### config.mk
export PLATFORM = sky130hd
export DESIGN_NAME = trng_health_mon_flat
export DESIGN_NICKNAME = d
export VERILOG_FILES = /design/src/rtl/trng_pkg.sv /design/src/rtl/trng_health_mon_if.sv /design/src/rtl/trng_apt_win.sv /design/src/rtl/trng_health_mon.sv /design/src/flat_wrapper.sv
export SDC_FILE = /design/constraint.sdc
export NUM_CORES = 1
export LEC_CHECK = 0
export ABC_CLOCK_PERIOD_IN_PS = 3100
export CAP_MARGIN = 20
export CORE_MARGIN = 3
export CORE_UTILIZATION = 30
export DETAILED_ROUTE_END_ITERATION = 12
export SLEW_MARGIN = 20
export SYNTH_ARGS = -nofsm -noshare
export SYNTH_HDL_FRONTEND = slang
export SYNTH_HIERARCHICAL = 1
export SYNTH_SLANG_ARGS = --single-unit
### constraint.sdc
create_clock -name clk -period 3.1 [get_ports clk]
set_input_delay 0.31 -clock clk [delete_from_list [all_inputs] [get_ports clk]]
set_output_delay 0.31 -clock clk [all_outputs]
set_load 0.02 [all_outputs]
### src/rtl/trng_pkg.sv
// Shared definitions for the TRNG health monitor: FSM state encoding,
// default test cutoffs and the counter-width helper.
package trng_pkg;

    typedef enum logic [1:0] {
        ST_IDLE    = 2'd0,
        ST_STARTUP = 2'd1,
        ST_RUN     = 2'd2,
        ST_FAIL    = 2'd3
    } hm_state_e;

    localparam int RCT_C     = 32;    // consecutive identical bits that trip the RCT
    localparam int APT_W     = 512;   // APT window length in valid samples
    localparam int APT_C     = 410;   // matches to the window's first bit that trip the APT
    localparam int STARTUP_N = 1024;  // clean samples required before forwarding

    // Counters run up to their limit inclusive, so they need room for the limit itself.
    function automatic int cnt_w(input int limit);
        return $clog2(limit + 1);
    endfunction

endpackage

### src/rtl/trng_health_mon_if.sv
// Raw and forwarded bit streams of the TRNG health monitor.
// master: entropy-source / downstream side, slave: the monitor.
interface trng_health_mon_if;

    logic raw_val;
    logic raw_rnb;
    logic out_val;
    logic out_rnb;

    modport master (output raw_val, output raw_rnb, input out_val, input out_rnb);
    modport slave  (input raw_val, input raw_rnb, output out_val, output out_rnb);

endinterface

### src/rtl/trng_apt_win.sv
// Adaptive-proportion test window: tracks the window index, the reference
// bit latched at index 0 and the number of samples matching it. 'hit' flags
// the sample that brings the match count up to the cutoff.
module trng_apt_win #(
    parameter int APT_W = trng_pkg::APT_W,
    parameter int APT_C = trng_pkg::APT_C
) (
    input  logic clk,
    input  logic rst,
    input  logic clr,
    input  logic smp,
    input  logic smp_bit,
    output logic hit
);
    import trng_pkg::*;

    localparam int IDX_W   = cnt_w(APT_W);
    localparam int MATCH_W = cnt_w(APT_C);
    localparam logic [IDX_W-1:0]   IDX_LAST  = IDX_W'(APT_W - 1);
    localparam logic [MATCH_W-1:0] MATCH_CUT = MATCH_W'(APT_C);

    logic [IDX_W-1:0]   win_idx;
    logic [MATCH_W-1:0] match_cnt;
    logic [MATCH_W-1:0] match_nxt;
    logic               ref_bit;
    logic               matched;

    // Match count after this sample; only a counting sample can land on the cutoff.
    always_comb begin
        // NOTE: defaults first, so every path assigns every signal and no latch is inferred.
        match_nxt = match_cnt;
        matched   = 1'b0;
        if (win_idx == '0) begin
            match_nxt = MATCH_W'(1);
            matched   = 1'b1;
        end else if (smp_bit == ref_bit) begin
            match_nxt = match_cnt + MATCH_W'(1);
            matched   = 1'b1;
        end
        hit = smp && matched && (match_nxt == MATCH_CUT);
    end

    // Window bookkeeping; the window wraps after index APT_W-1 with nothing carried over.
    always_ff @(posedge clk or negedge rst) begin
        // NOTE: non-blocking assignments so every flop samples pre-edge values.
        if (!rst) begin
            win_idx   <= '0;
            match_cnt <= '0;
            ref_bit   <= 1'b0;
        end else if (clr) begin
            win_idx   <= '0;
            match_cnt <= '0;
            ref_bit   <= 1'b0;
        end else if (smp) begin
            if (win_idx == '0)
                ref_bit <= smp_bit;
            match_cnt <= match_nxt;
            win_idx   <= (win_idx == IDX_LAST) ? '0 : win_idx + IDX_W'(1);
        end
    end

endmodule

### src/rtl/trng_health_mon.sv
// TRNG online health monitor: repetition-count and adaptive-proportion tests
// on the raw bit stream, start-up gating, sticky alarms and a registered
// forwarding stage toward the parity post-filter.
// Optional build macro TRNG_HM_CNT_EN adds fail_cnt, a saturating count of
// FAIL entries that only reset clears.
module trng_health_mon #(
    parameter int RCT_C     = trng_pkg::RCT_C,
    parameter int APT_W     = trng_pkg::APT_W,
    parameter int APT_C     = trng_pkg::APT_C,
    parameter int STARTUP_N = trng_pkg::STARTUP_N
) (
    input  logic                    clk,
    input  logic                    rst,
    input  logic                    en,
    input  logic                    clr_alarm,
    trng_health_mon_if.slave        bus,
    output logic                    alarm_rct,
    output logic                    alarm_apt,
    output logic                    healthy
`ifdef TRNG_HM_CNT_EN
    ,
    output logic [15:0]             fail_cnt
`endif
);
    import trng_pkg::*;

    localparam int REP_W  = cnt_w(RCT_C);
    localparam int SAMP_W = cnt_w(STARTUP_N);
    localparam logic [REP_W-1:0]  REP_CUT   = REP_W'(RCT_C);
    localparam logic [SAMP_W-1:0] SAMP_LAST = SAMP_W'(STARTUP_N - 1);

    hm_state_e         state;
    logic [REP_W-1:0]  rep_cnt;
    logic [REP_W-1:0]  rep_nxt;
    logic [SAMP_W-1:0] samp_cnt;
    logic              last_bit;
    logic              consume;
    logic              cnt_clr;
    logic              rct_hit;
    logic              apt_hit;
    logic              any_hit;
    logic              startup_done;
    logic              fwd_val;

    // Samples only count while testing; counters sit cleared for the whole IDLE stay.
    assign consume      = bus.raw_val && (state == ST_STARTUP || state == ST_RUN);
    assign cnt_clr      = (state == ST_IDLE);
    assign any_hit      = rct_hit || apt_hit;
    assign startup_done = consume && (state == ST_STARTUP) && (samp_cnt == SAMP_LAST);
    assign fwd_val      = consume && (state == ST_RUN) && !any_hit;

    // Run length including the current sample; a fresh run (or first sample) restarts at 1.
    always_comb begin
        rep_nxt = REP_W'(1);
        if (rep_cnt != '0 && bus.raw_rnb == last_bit)
            rep_nxt = (rep_cnt == REP_CUT) ? REP_CUT : rep_cnt + REP_W'(1);
        rct_hit = consume && (rep_nxt == REP_CUT);
    end

    trng_apt_win #(
        .APT_W (APT_W),
        .APT_C (APT_C)
    ) u_apt (
        .clk     (clk),
        .rst     (rst),
        .clr     (cnt_clr),
        .smp     (consume),
        .smp_bit (bus.raw_rnb),
        .hit     (apt_hit)
    );

    // RCT run tracking and the start-up sample count.
    always_ff @(posedge clk or negedge rst) begin
        if (!rst) begin
            rep_cnt  <= '0;
            last_bit <= 1'b0;
            samp_cnt <= '0;
        end else if (cnt_clr) begin
            rep_cnt  <= '0;
            last_bit <= 1'b0;
            samp_cnt <= '0;
        end else if (consume) begin
            rep_cnt  <= rep_nxt;
            last_bit <= bus.raw_rnb;
            if (state == ST_STARTUP)
                samp_cnt <= samp_cnt + SAMP_W'(1);
        end
    end

    // Health FSM with registered healthy/alarm outputs and the forwarding register.
    always_ff @(posedge clk or negedge rst) begin
        if (!rst) begin
            state       <= ST_IDLE;
            healthy     <= 1'b0;
            alarm_rct   <= 1'b0;
            alarm_apt   <= 1'b0;
            bus.out_val <= 1'b0;
            bus.out_rnb <= 1'b0;
        end else begin
            bus.out_val <= fwd_val;
            bus.out_rnb <= fwd_val && bus.raw_rnb;
            case (state)
                ST_IDLE: begin
                    if (en)
                        state <= ST_STARTUP;
                end
                ST_STARTUP, ST_RUN: begin
                    if (any_hit) begin
                        state   <= ST_FAIL;
                        healthy <= 1'b0;
                    end else if (!en) begin
                        state   <= ST_IDLE;
                        healthy <= 1'b0;
                    end else if (startup_done) begin
                        state   <= ST_RUN;
                        healthy <= 1'b1;
                    end
                end
                ST_FAIL: begin
                    if (clr_alarm) begin
                        state     <= ST_IDLE;
                        alarm_rct <= 1'b0;
                        alarm_apt <= 1'b0;
                    end
                end
            endcase
            // Placed last so a fresh alarm overrides a clear in the same cycle.
            if (rct_hit)
                alarm_rct <= 1'b1;
            if (apt_hit)
                alarm_apt <= 1'b1;
        end
    end

`ifdef TRNG_HM_CNT_EN
    // Saturating count of FAIL entries; clr_alarm does not touch it.
    always_ff @(posedge clk or negedge rst) begin
        if (!rst)
            fail_cnt <= '0;
        else if (any_hit && fail_cnt != 16'hFFFF)
            fail_cnt <= fail_cnt + 16'd1;
    end
`endif

endmodule
### src/flat_wrapper.sv
// flat-port wrapper written by rule: the top's interface ports become plain ports
module trng_health_mon_flat import trng_pkg::*;
#(
    parameter int RCT_C     = trng_pkg::RCT_C,
    parameter int APT_W     = trng_pkg::APT_W,
    parameter int APT_C     = trng_pkg::APT_C,
    parameter int STARTUP_N = trng_pkg::STARTUP_N
)
  (clk, rst, en, clr_alarm, alarm_rct, alarm_apt, healthy, bus_raw_val, bus_raw_rnb, bus_out_val, bus_out_rnb);
  trng_health_mon_if bus_i ();
  input  logic clk;
  input  logic rst;
  input  logic en;
  input  logic clr_alarm;
  output logic alarm_rct;
  output logic alarm_apt;
  output logic healthy;
  input wire logic [$bits(bus_i.raw_val)-1:0] bus_raw_val;
  input wire logic [$bits(bus_i.raw_rnb)-1:0] bus_raw_rnb;
  output wire logic [$bits(bus_i.out_val)-1:0] bus_out_val;
  output wire logic [$bits(bus_i.out_rnb)-1:0] bus_out_rnb;
  assign bus_i.raw_val = bus_raw_val;
  assign bus_i.raw_rnb = bus_raw_rnb;
  assign bus_out_val = bus_i.out_val;
  assign bus_out_rnb = bus_i.out_rnb;
  trng_health_mon #(.RCT_C(RCT_C), .APT_W(APT_W), .APT_C(APT_C), .STARTUP_N(STARTUP_N)) u_core (.clk(clk), .rst(rst), .en(en), .clr_alarm(clr_alarm), .bus(bus_i), .alarm_rct(alarm_rct), .alarm_apt(alarm_apt), .healthy(healthy));
endmodule
==> results of run 1 <==
-- flip-flops by register name, indices dropped and copies added (netlist names) --
signal	count
u_core/samp_cnt	11
u_core/u_apt/win_idx	10
u_core/u_apt/match_cnt	9
u_core/rep_cnt	6
u_core/state	2
u_core/alarm_apt	1
u_core/alarm_rct	1
u_core/bus.out_rnb	1
u_core/bus.out_val	1
u_core/healthy	1
u_core/last_bit	1
u_core/u_apt/ref_bit	1
-- critical path, delay by kind of cell, from the launching register on --
family / cells / cell delay [ns]
simple gates: 6 / 1.34
flops: 1 / 0.43
fa+ha+maj: 1 / 0.35
buf+inv: 3 / 0.38
-- final cells by class --
| type | instances | area [um^2] |
|---|---|---|
| Fill cell | 858 | 5390 |
| Multi-Input combinational cell | 224 | 1370 |
| Sequential cell | 45 | 1130 |
| Timing Repair Buffer | 15 | 135 |
| Tap cell | 105 | 131 |
| Clock buffer | 6 | 82.6 |
| Inverter | 15 | 56.3 |
| Clock inverter | 1 | 7.51 |
-- through the flow --
stage	hold slack (ns)	area, um^2	util (%)	power (uW)
5_1_grt	0.0541	2910	35.1	1730
3_3_place_gp	0.471	2820	34.0	1230
6_report	-0.00360	2910	35.1	1600
3_5_place_dp	0.478	2820	34.0	1240
2_1_floorplan	0.0144	2590	-	1080
4_1_cts	0.232	2910	35.1	1620
-- kinds of logic after synthesis --
logic type / Yosys count / share of synthesized area, %
compound gates: 55 / 12.8
xor+xnor: 22 / 7.43
fa+ha+maj: 10 / 4.82
buf+inv: 24 / 3.66
flops: 45 / 43.4
mux: 1 / 0.386
simple gates: 136 / 27.5
-- power by group --
part	total (uW)	internal, uW	switching [uW]
combinational	532	182	351
clock	374	177	198
sequential	694	633	60.8
total	1600	992	609
-- per-layer routing --
layer / global-route usage [%] / up-vias
met4: 2.21 / 0
li1: - / 1045
met2: 18.5 / 29
met3: 2.55 / 5
met5: 0 / -
met1: 16.2 / 1028
-- worst paths after layout --
| path | endpoint | slack [ns] | startpoint | depth (start not counted) |
|---|---|---|---|---|
| min in group clk | u_core/alarm_rct | 0.50 | u_core/alarm_rct | 1 |
| hold / removal | u_core/samp_cnt[5] | -0.004 | rst | 1 |
| setup reg to reg | u_core/bus.out_rnb | 0.49 | u_core/state[0] | 10 |
| hold reg to reg | u_core/alarm_rct | 0.50 | u_core/alarm_rct | 1 |
| max in group asynchronous | u_core/u_apt/match_cnt[1] | 2.69 | rst | 1 |
| setup / recovery | u_core/bus.out_rnb | 0.49 | u_core/state[0] | 10 |
-- synthesized netlist by cell type, types with 2 or more instances --
cell type / number
inv_1: 13
xor2_1: 14
nand2_1: 34
nor3b_1: 3
and4_1: 3
dfrtp_1: 45
nor4_1: 2
and3_1: 7
or3_1: 5
ha_1: 10
nor3_1: 8
o22ai_1: 2
nor2_1: 34
nand3b_1: 5
nand4_1: 5
and2_1: 3
o21ai_0: 12
a21o_1: 2
a221oi_1: 2
a31oi_1: 2
clkbuf_1: 7
xnor2_1: 8
a21oi_1: 25
nand3_1: 12
==> key figures, run 1 <==
Status
  • Status: finished with violations
  • Failing checks: hold timing

Timing
  • Final Cycle Share: 84.1%
  • Fmax: 384 MHz
  • Skew final: 0.00417 ns
  • RSZ-0062 raised after global routing: no
  • Final slew viol count: 0
  • Final worst setup slack: 0.493 ns
  • Final Hold Fails: 4
  • Slew @ Worst Pin: 0.575 ns
  • Final setup violation count: 0
  • Post-route setup TNS: 0 ns
  • Period minus WS final: 2.61 ns
  • Slew headroom: 61.7%
  • Min Hold Slack: -0.00360 ns

Clocking
  • CTS resizes: 0
  • Clock buffer depth: 2
  • H-tree Lvls: 2
  • Clk_lat worst skew: 0.29 ns
  • Postcts setup bufs: 0
  • Clk pin slew, worst setup/hold paths: 0.08 ns
  • Cts bufs inserted: 5
  • # clock sinks: 45
  • TritonCTS clock tree: done
  • Clock root buffer master: clkbuf_8
  • Hold buffer count at CTS: 0

Setup path
  • Slowest stage cell, crit path: or4_1
  • Crit-path max FO: 7
  • Setup Crit Path Kind: reg -> reg
  • WP data arrival: 2.79 ns
  • CP max stage delay: 0.54 ns
  • Critical Path Sink Type: flop
  • Setup crit start kind: flop
  • Worst Path Required: 3.29 ns
  • Worst-path cell chain: inv_1 > ha_1 > nand2_1 > clkinv_1 > nand2_2 > or4_1 > nor4_1 > buf_4 > nor2_1 > and4_1

Yosys
  • Cell count after synthesis: 293
  • Post-synth top area cell: dfrtp_1
  • Area contributors post-synth: dfrtp_1, nand2_1, nor2_1
  • Ys async rst share: 100%
  • Mapped cell area: 2590 um^2
  • Post-Syn Nets: 309
  • Mapped Avg Cell Area: 8.86 um^2
  • Post-synth EDFFs: 0
  • Synth warnings: 6
  • Unique masters post-synth: 54
  • Dominant synthesized flop cell: dfrtp_1
  • FF+latch count, synth: 45
  • Synth top area share: 43.4%
  • Seq/Total Area, Yosys: 43.4%

Final layout
  • Commonest non-fill, non-tap cells in the layout: dfrtp_1, nand2_1, nor2_1, a21oi_1, xor2_1
  • Nets@finish: 322
  • Final Instance Count excl. Fillers: 411
  • Layout cells sized above 1: 8.17%
  • Total inserted antenna cells: 0
  • Commonest non-fill, non-tap cell in the layout: dfrtp_1
  • Area Overhead vs Synth: 12.2%

Routing
  • DR WL/cell: 13.2 um
  • DRC: 0
  • Routed length on met2: 2.51 mm
  • Metal3 WL: 168 um
  • Initial drt markers: 109
  • Detail Route Antenna Nets: 0
  • First-pass DRT Iterations: 4
  • Final WL: 5.42 mm
  • Met1 WL: 2.71 mm
  • Max Used Layer: met4
  • Via count: 2107
  • Vias/cell: 5.13

GRT
  • Antenna violations before repair: 0
  • Largest net degree at the start of global routing: 46
  • Vias in the first global route: 2046
  • GRT Total Usage: 11.6%
  • GRT overflow: 0
  • Global-route wire length before repair: 9.45 mm

Placement
  • Placed cells: 404
  • Detailed placement HPWL: 3.79 mm
  • Placement Setup Slack: 0.381 ns
  • Buffers added on ports: 10
  • Gpl congestion: 0.845

Flow run
  • Max-cap viol count: 0

Power
  • Power density cells: 550 nW/um^2
  • Leak: 0.00121 uW
  • VDD IR max: 0.202 mV

Die
  • Die W: 99.0 um
  • DIE AREA: 9800 um^2
  • Starting Density: 31.3%
  • Cell row count: 33
  • Core area: 8300 um^2
  • Die height: 99.0 um
  • Ports: 11

Worst hold path
  • Hold Crit Class: in -> async
Note: power is estimated with default switching activity, not from simulation.
==> run 2, diff against run 1 <==
- ABC_CLOCK_PERIOD_IN_PS: 3100 -> 2430
- clock period: 3.1 -> 2.43 ns (I/O delays scaled with it)
==> run 2 against run 1 <==
Clock skew grew 0.0033 ns. The run now ends clean. Register-to-register slack lost 0.37 ns. Critical path type unchanged. Largest cell class unchanged. Worst hold slack gained 0.40 ns. Critical endpoint unchanged.
==> key figures, run 2 (synthesis gave the netlist of run 1 again) <==
Placement
  • Placement Setup Slack: -0.0675 ns (-0.449 ns)
  • Detailed placement HPWL: 4.04 mm (+6.5%)
  • Buffers added on ports: 10 (unchanged)
  • Dpl cell area: 2970 um^2 (+5.3%)
  • Gpl congestion: 0.826 (-2.2%)

GRT
  • Vias in the first global route: 2129 (+4.1%)
  • GRT overflow: 0 (unchanged)
  • Largest net degree at the start of global routing: 25 (-46%)
  • GRT Total Usage: 12.2% (+0.60 points)
  • Most used routing layer: met2
  • GR Util met2: 19.8% (+1.3 points)
  • Met3 usage: 2.55% (unchanged)
  • Global-route wire length before repair: 9.73 mm (+2.9%)
  • Antenna violations before repair: 0 (unchanged)
  • Met1 GRT Util: 16.1% (-0.097 points)

Timing
  • Final Hold Fails: 0 (-4)
  • Final setup violation count: 0 (unchanged)
  • Slew @ Worst Pin: 0.490 ns (-0.0844 ns)
  • Skew final: 0.00746 ns (+0.00330 ns)
  • Final Cycle Share: 94.8% (+11 points)
  • Final slew viol count: 0 (unchanged)
  • Slew headroom: 67.2% (+5.5 points)
  • Period minus WS final: 2.30 ns (-0.303 ns)
  • Fmax: 434 MHz (+13%)
  • RSZ-0062 raised after global routing: no
  • Final worst setup slack: 0.126 ns (-0.367 ns)
  • Min Hold Slack: 0.392 ns (+0.396 ns)

Final layout
  • Biggest register: u_core/samp_cnt
  • Sequential Area: 1130 um^2 (unchanged)
  • Commonest non-fill, non-tap cell in the layout: dfrtp_1
  • Total inserted antenna cells: 0 (unchanged)
  • Multi-input logic area: 1400 um^2 (+1.7%)
  • Layout cells sized above 1: 13.8% (+5.7 points)
  • Area Overhead vs Synth: 18.2%
  • Fill count: 860 (+0.23%)
  • Biggest regs: u_core/samp_cnt: 11 flops, u_core/u_apt/win_idx: 10 flops, u_core/u_apt/match_cnt: 9 flops
  • Post-route cell area: 3070 um^2 (+5.3%)
  • Nets@finish: 340 (+5.6%)
  • Commonest non-fill, non-tap cells in the layout: dfrtp_1, nor2_1, nand2_1, a21oi_1, buf_4
  • Max reg flops: 11 (unchanged)

Setup path
  • Setup Crit Path Kind: reg -> reg
  • WP data arrival: 2.49 ns (-0.30 ns)
  • Critical Path Sink Type: flop
  • Slowest stage cell, crit path: or4_4
  • Crit-path max FO: 3 (-4)
  • CP max stage delay: 0.55 ns (about the same)
  • CP top delay family: simple AND/OR/NAND/NOR gates
  • Worst-path cell chain: inv_1 > ha_1 > nor2b_1 > nand4_2 > nand2_2 > or4_4 > nor4_4 > nor2_1 > and4_1
  • Setup crit start kind: flop
  • Buffers and inverters on the worst path: 1 (-2)
  • Worst Path Required: 2.62 ns (-0.67 ns)

Power
  • Clock power frac: 21.1% (-2.3 points)
  • Switching Fraction: 37.4% (-0.66 points)
  • Reg power frac: 40.9% (-2.5 points)
  • Power density cells: 693 nW/um^2 (+26%)
  • Leak: 0.00130 uW (+7.1%)
  • Int Power: 1330 uW (+34%)
  • Switching power: 795 uW (+30%)
  • Logic pwr share: 38.0% (+4.7 points)
  • VDD IR max: 0.243 mV (+20%)

Routing
  • First-pass DRT Iterations: 6 (+2)
  • Detail Route Antenna Nets: 0 (unchanged)
  • Final WL: 5.57 mm (+2.7%)
  • Vias/cell: 5.01 (-2.2%)
  • DR WL/cell: 12.9 um (-1.9%)
  • Initial drt markers: 90 (-17%)
  • Via count: 2155 (+2.3%)
  • DRC: 0 (unchanged)

Clocking
  • # clock sinks: 45 (unchanged)
  • Clock buffer depth: 2 (unchanged)
  • Clk pin slew, worst setup/hold paths: 0.08 ns (about the same)
  • Clk_lat worst skew: 0.30 ns (about the same)
  • TritonCTS clock tree: done
  • H-tree Lvls: 2 (unchanged)
  • Clock root buffer master: clkbuf_8
  • Cts bufs inserted: 5 (unchanged)

Die
  • Ports: 11 (unchanged)
  • Starting Density: 31.3% (unchanged)
  • Core area: 8300 um^2 (unchanged)
  • Cell row count: 33 (unchanged)
  • Die W: 99.0 um (unchanged)
  • Die height: 99.0 um (unchanged)
  • DIE AREA: 9800 um^2 (unchanged)

Status
  • Status: complete, no violations

Worst hold path
  • Hold Crit Class: in -> async

Flow run
  • Max-cap viol count: 0 (unchanged)
## run 2: cell types whose count changed in the layout (fill, tap and decap cells not counted), sizes merged
cell         change
clkbuf           +2
clkinvlp         -1
dlygate4sd3      +1
buf             +17
## run 2: what timing repair did
item	4_1_cts	5_1_grt
hold buffers	1	0
resized for setup	0	2
setup buffers	0	0
endpoints found under the setup margin	0	2
endpoints found under the hold margin	14	0
## run 2: power groups by stage
stage          registers, uW  clock network [uW]  logic [uW]
2_1_floorplan            882                   0         505
3_3_place_gp             882                   0         799
3_5_place_dp             884                   0         803
4_1_cts                  869                 472         809
5_1_grt                  881                 497         908
6_report                 869                 449         807
## run 2: final timing paths
kind | end | slack, ns | depth (start not counted) | startpoint
max | u_core/bus.out_rnb | 0.13 | 9 | u_core/u_apt/win_idx[0]
min | u_core/last_bit | 0.39 | 2 | rst
max reg2reg | u_core/bus.out_rnb | 0.13 | 9 | u_core/u_apt/win_idx[0]
min reg2reg | u_core/alarm_rct | 0.49 | 1 | u_core/alarm_rct
max in group asynchronous | u_core/rep_cnt[5] | 1.46 | 3 | rst
min in group clk | u_core/alarm_rct | 0.49 | 1 | u_core/alarm_rct
## run 2: cell type report
type / instances / area share (%)
clock buffer: 8 / 2.61
multi-input combinational: 224 / 45.6
sequential: 45 / 36.7
timing repair buffer: 33 / 8.81
tap: 105 / 4.28
inverter: 15 / 2.00
## run 2: per-stage QoR
stage / util (%) / std cells / power (uW) / TNS [ns]
after detailed placement: 35.8 / 421 / 1690 / -0.0704
after global routing: 37.0 / 430 / 2290 / 0
after CTS: 36.9 / 430 / 2150 / 0
after global placement: 35.8 / 421 / 1680 / 0
final: 37.0 / 430 / 2130 / 0
after floorplan: - / 293 / 1390 / 0
## run 2: metal layers
metal  vias up  routed length, um
li1       1082                  -
met1      1028               2710
met2        39               2590
met3         6                179
met4         0                 89
met5         -                  0
==> run 3, diff against run 2 <==
- CORE_MARGIN: 3 -> 8
- CTS_CLUSTER_SIZE: default -> 8
==> run 3 against run 2 <==
Final cell count up 0.23%. Sequential power up 0.5%. Flip-flop and latch count unchanged. Die area up 21%. Critical endpoint is now u_core/state[0]. Largest cell class unchanged. Largest power group unchanged. Highest routed layer unchanged.
==> key figures, run 3 (synthesis gave the netlist of run 1 again) <==
Status
  • Status: complete, no violations

Die
  • Die W: 109 um (+10%)
  • Core area: 8550 um^2 (+3.0%)
  • Cell row count: 34 (+3.0%)
  • Ports: 11 (unchanged)
  • Starting Density: 30.3% (-0.92 points)
  • DIE AREA: 11900 um^2 (+21%)
  • Die height: 109 um (+10%)

Final layout
  • Biggest register: u_core/samp_cnt
  • Finished Core Util: 36.1% (-0.87 points)
  • Max reg flops: 11 (unchanged)
  • Area Overhead vs Synth: 18.9%
  • Nets@finish: 338 (-0.59%)
  • Fill count: 850 (-1.2%)
  • Multi-input logic area: 1390 um^2 (-0.45%)
  • Total inserted antenna cells: 0 (unchanged)
  • Commonest non-fill, non-tap cells in the layout: dfrtp_1, nor2_1, nand2_1, a21oi_1, buf_4
  • Sequential Area: 1130 um^2 (unchanged)
  • Commonest non-fill, non-tap cell in the layout: dfrtp_1
  • Layout cells sized above 1: 13.3% (-0.53 points)
  • Biggest regs: u_core/samp_cnt: 11 flops, u_core/u_apt/win_idx: 10 flops, u_core/u_apt/match_cnt: 9 flops

Timing
  • Final Hold Fails: 0 (unchanged)
  • Final setup violation count: 0 (unchanged)
  • Slew @ Worst Pin: 0.506 ns (+0.0158 ns)
  • Fmax: 442 MHz (+1.9%)
  • Post-route setup TNS: 0 ns (unchanged)
  • Slew headroom: 66.1% (-1.1 points)
  • Final slew viol count: 0 (unchanged)
  • Final worst setup slack: 0.169 ns (+0.0432 ns)
  • Period minus WS final: 2.26 ns (-0.0432 ns)
  • Skew final: 0.00462 ns (-0.00284 ns)
  • Final Cycle Share: 93.0% (-1.8 points)
  • RSZ-0062 raised after global routing: no

GRT
  • Met3 usage: 2.36% (-0.18 points)
  • Largest net degree at the start of global routing: 35 (+40%)
  • Antenna violations before repair: 0 (unchanged)
  • Vias in the first global route: 2107 (-1.0%)
  • Met1 GRT Util: 13.0% (-3.1 points)
  • Most used routing layer: met2
  • GRT overflow: 0 (unchanged)
  • Global-route wire length before repair: 9.85 mm (+1.3%)
  • GR Util met2: 16.8% (-3.1 points)
  • GRT Total Usage: 10.3% (-1.8 points)

Clocking
  • TritonCTS clock tree: done
  • Clock buffer depth: 2 (unchanged)
  • H-tree Lvls: 2 (unchanged)
  • Clk pin slew, worst setup/hold paths: 0.08 ns (about the same)
  • # clock sinks: 45 (unchanged)
  • Cts bufs inserted: 5 (unchanged)
  • Postcts setup bufs: 0 (unchanged)
  • CTS resizes: 0 (unchanged)
  • Clk_lat worst skew: 0.30 ns (about the same)
  • Clock root buffer master: clkbuf_8

Routing
  • Vias/cell: 4.97 (-0.88%)
  • Via count: 2141 (-0.65%)
  • DRC: 0 (unchanged)
  • Final WL: 5.83 mm (+4.6%)
  • DR WL/cell: 13.5 um (+4.4%)
  • First-pass DRT Iterations: 4 (-2)
  • Initial drt markers: 97 (+7.8%)
  • Detail Route Antenna Nets: 0 (unchanged)

Flow run
  • Max-cap viol count: 0 (unchanged)

Setup path
  • CP max stage delay: 0.47 ns (-0.08 ns)
  • Worst-path cell chain: ha_1 > nand3_1 > nor2_1 > nand3_1 > xor2_1 > nor4_4 > or3b_4 > o311ai_2
  • FF-to-FF setup slack: 0.17 ns (+0.04 ns)
  • Worst path most repeated cell: nand3_1
  • Worst R2R Start: u_core/u_apt/match_cnt[0]
  • Slowest stage cell, crit path: dfrtp_1
  • Buffers and inverters on the worst path: 0 (-1)
  • Setup Crit Path Kind: reg -> reg
  • Crit-path max FO: 6 (+3)
  • CP top delay family: simple AND/OR/NAND/NOR gates
  • Critical Path Sink Type: flop
  • Worst Path Required: 2.63 ns (about the same)
  • R2R depth: 8 (-1)
  • Setup crit start kind: flop
  • WP data arrival: 2.47 ns (-0.02 ns)
  • Reg2reg end: u_core/state[0]

Power
  • VDD IR max: 0.351 mV (+45%)
  • Power density cells: 733 nW/um^2 (+5.8%)
  • Leak: 0.00131 uW (+0.80%)

Placement
  • Buffers added on ports: 10 (unchanged)
  • Gpl congestion: 0.865 (+4.8%)
  • Placement Setup Slack: 0.00126 ns (+0.0688 ns)
  • Detailed placement HPWL: 4.15 mm (+2.9%)

Worst hold path
  • Hold Crit Class: in -> async
-- run 3: cell count changes in the layout (fill, tap and decap cells not counted) --
cell       delta
ha_1          +1
bufinv_16     +1
or4_4         -1
clkbuf_8      +1
ha_2          -1
clkbuf_1      -2
or4_1         +1
buf_4         -2
-- run 3: how the worst max path moves through the flow --
stage	slack (ns)	from	to	cells after the start
2_1_floorplan	0.04	u_core/state[0]	u_core/state[0]	9
3_3_place_gp	0.03	bus_raw_rnb	u_core/state[0]	7
3_5_place_dp	0.001	bus_raw_rnb	u_core/bus.out_rnb	7
4_1_cts	0.06	u_core/u_apt/win_idx[0]	u_core/bus.out_rnb	9
5_1_grt	0.01	u_core/u_apt/match_cnt[0]	u_core/state[0]	9
6_report	0.17	u_core/u_apt/match_cnt[0]	u_core/state[0]	8
-- run 3: per-layer routing --
metal,vias to the layer above,wire length [um],share of wire (%)
li1,1082,-,-
met1,1025,2800,48
met2,28,2710,46
met3,6,216,3.7
met4,0,99,1.7
met5,-,0,0
-- run 3: area by class of cell --
type                    count  area share, %
inverters                  15           1.99
multi-input cells         224           45.1
flip-flops and latches     45           36.5
clock buffers               7           2.80
repair buffers             31           8.27
well taps                 108           4.38
clock inverters             1          0.973
-- run 3: timing repair --
| item | 4_1_cts | 5_1_grt |
|---|---|---|
| hold buffers | 1 | 0 |
| endpoints found under the hold margin | 11 | 0 |
| setup endpoints to repair | 0 | 4 |
-- run 3: where the power goes --
| part | switching, uW | leakage (uW) | internal, uW |
|---|---|---|---|
| clock network | 256 | 0.0000585 | 336 |
| registers | 65.7 | 0.000623 | 808 |
| logic | 487 | 0.000630 | 311 |
| total | 808 | 0.00131 | 1450 |
-- run 3: through the flow --
step	std cells	total power, uW	instance area (um^2)	hold slack, ns
2_1_floorplan	293	1390	2620	-0.0526
3_3_place_gp	422	1670	2960	0.149
3_5_place_dp	422	1690	2960	0.153
4_1_cts	431	2300	3090	0.358
5_1_grt	431	2430	3090	0.383
6_report	431	2260	3090	0.356
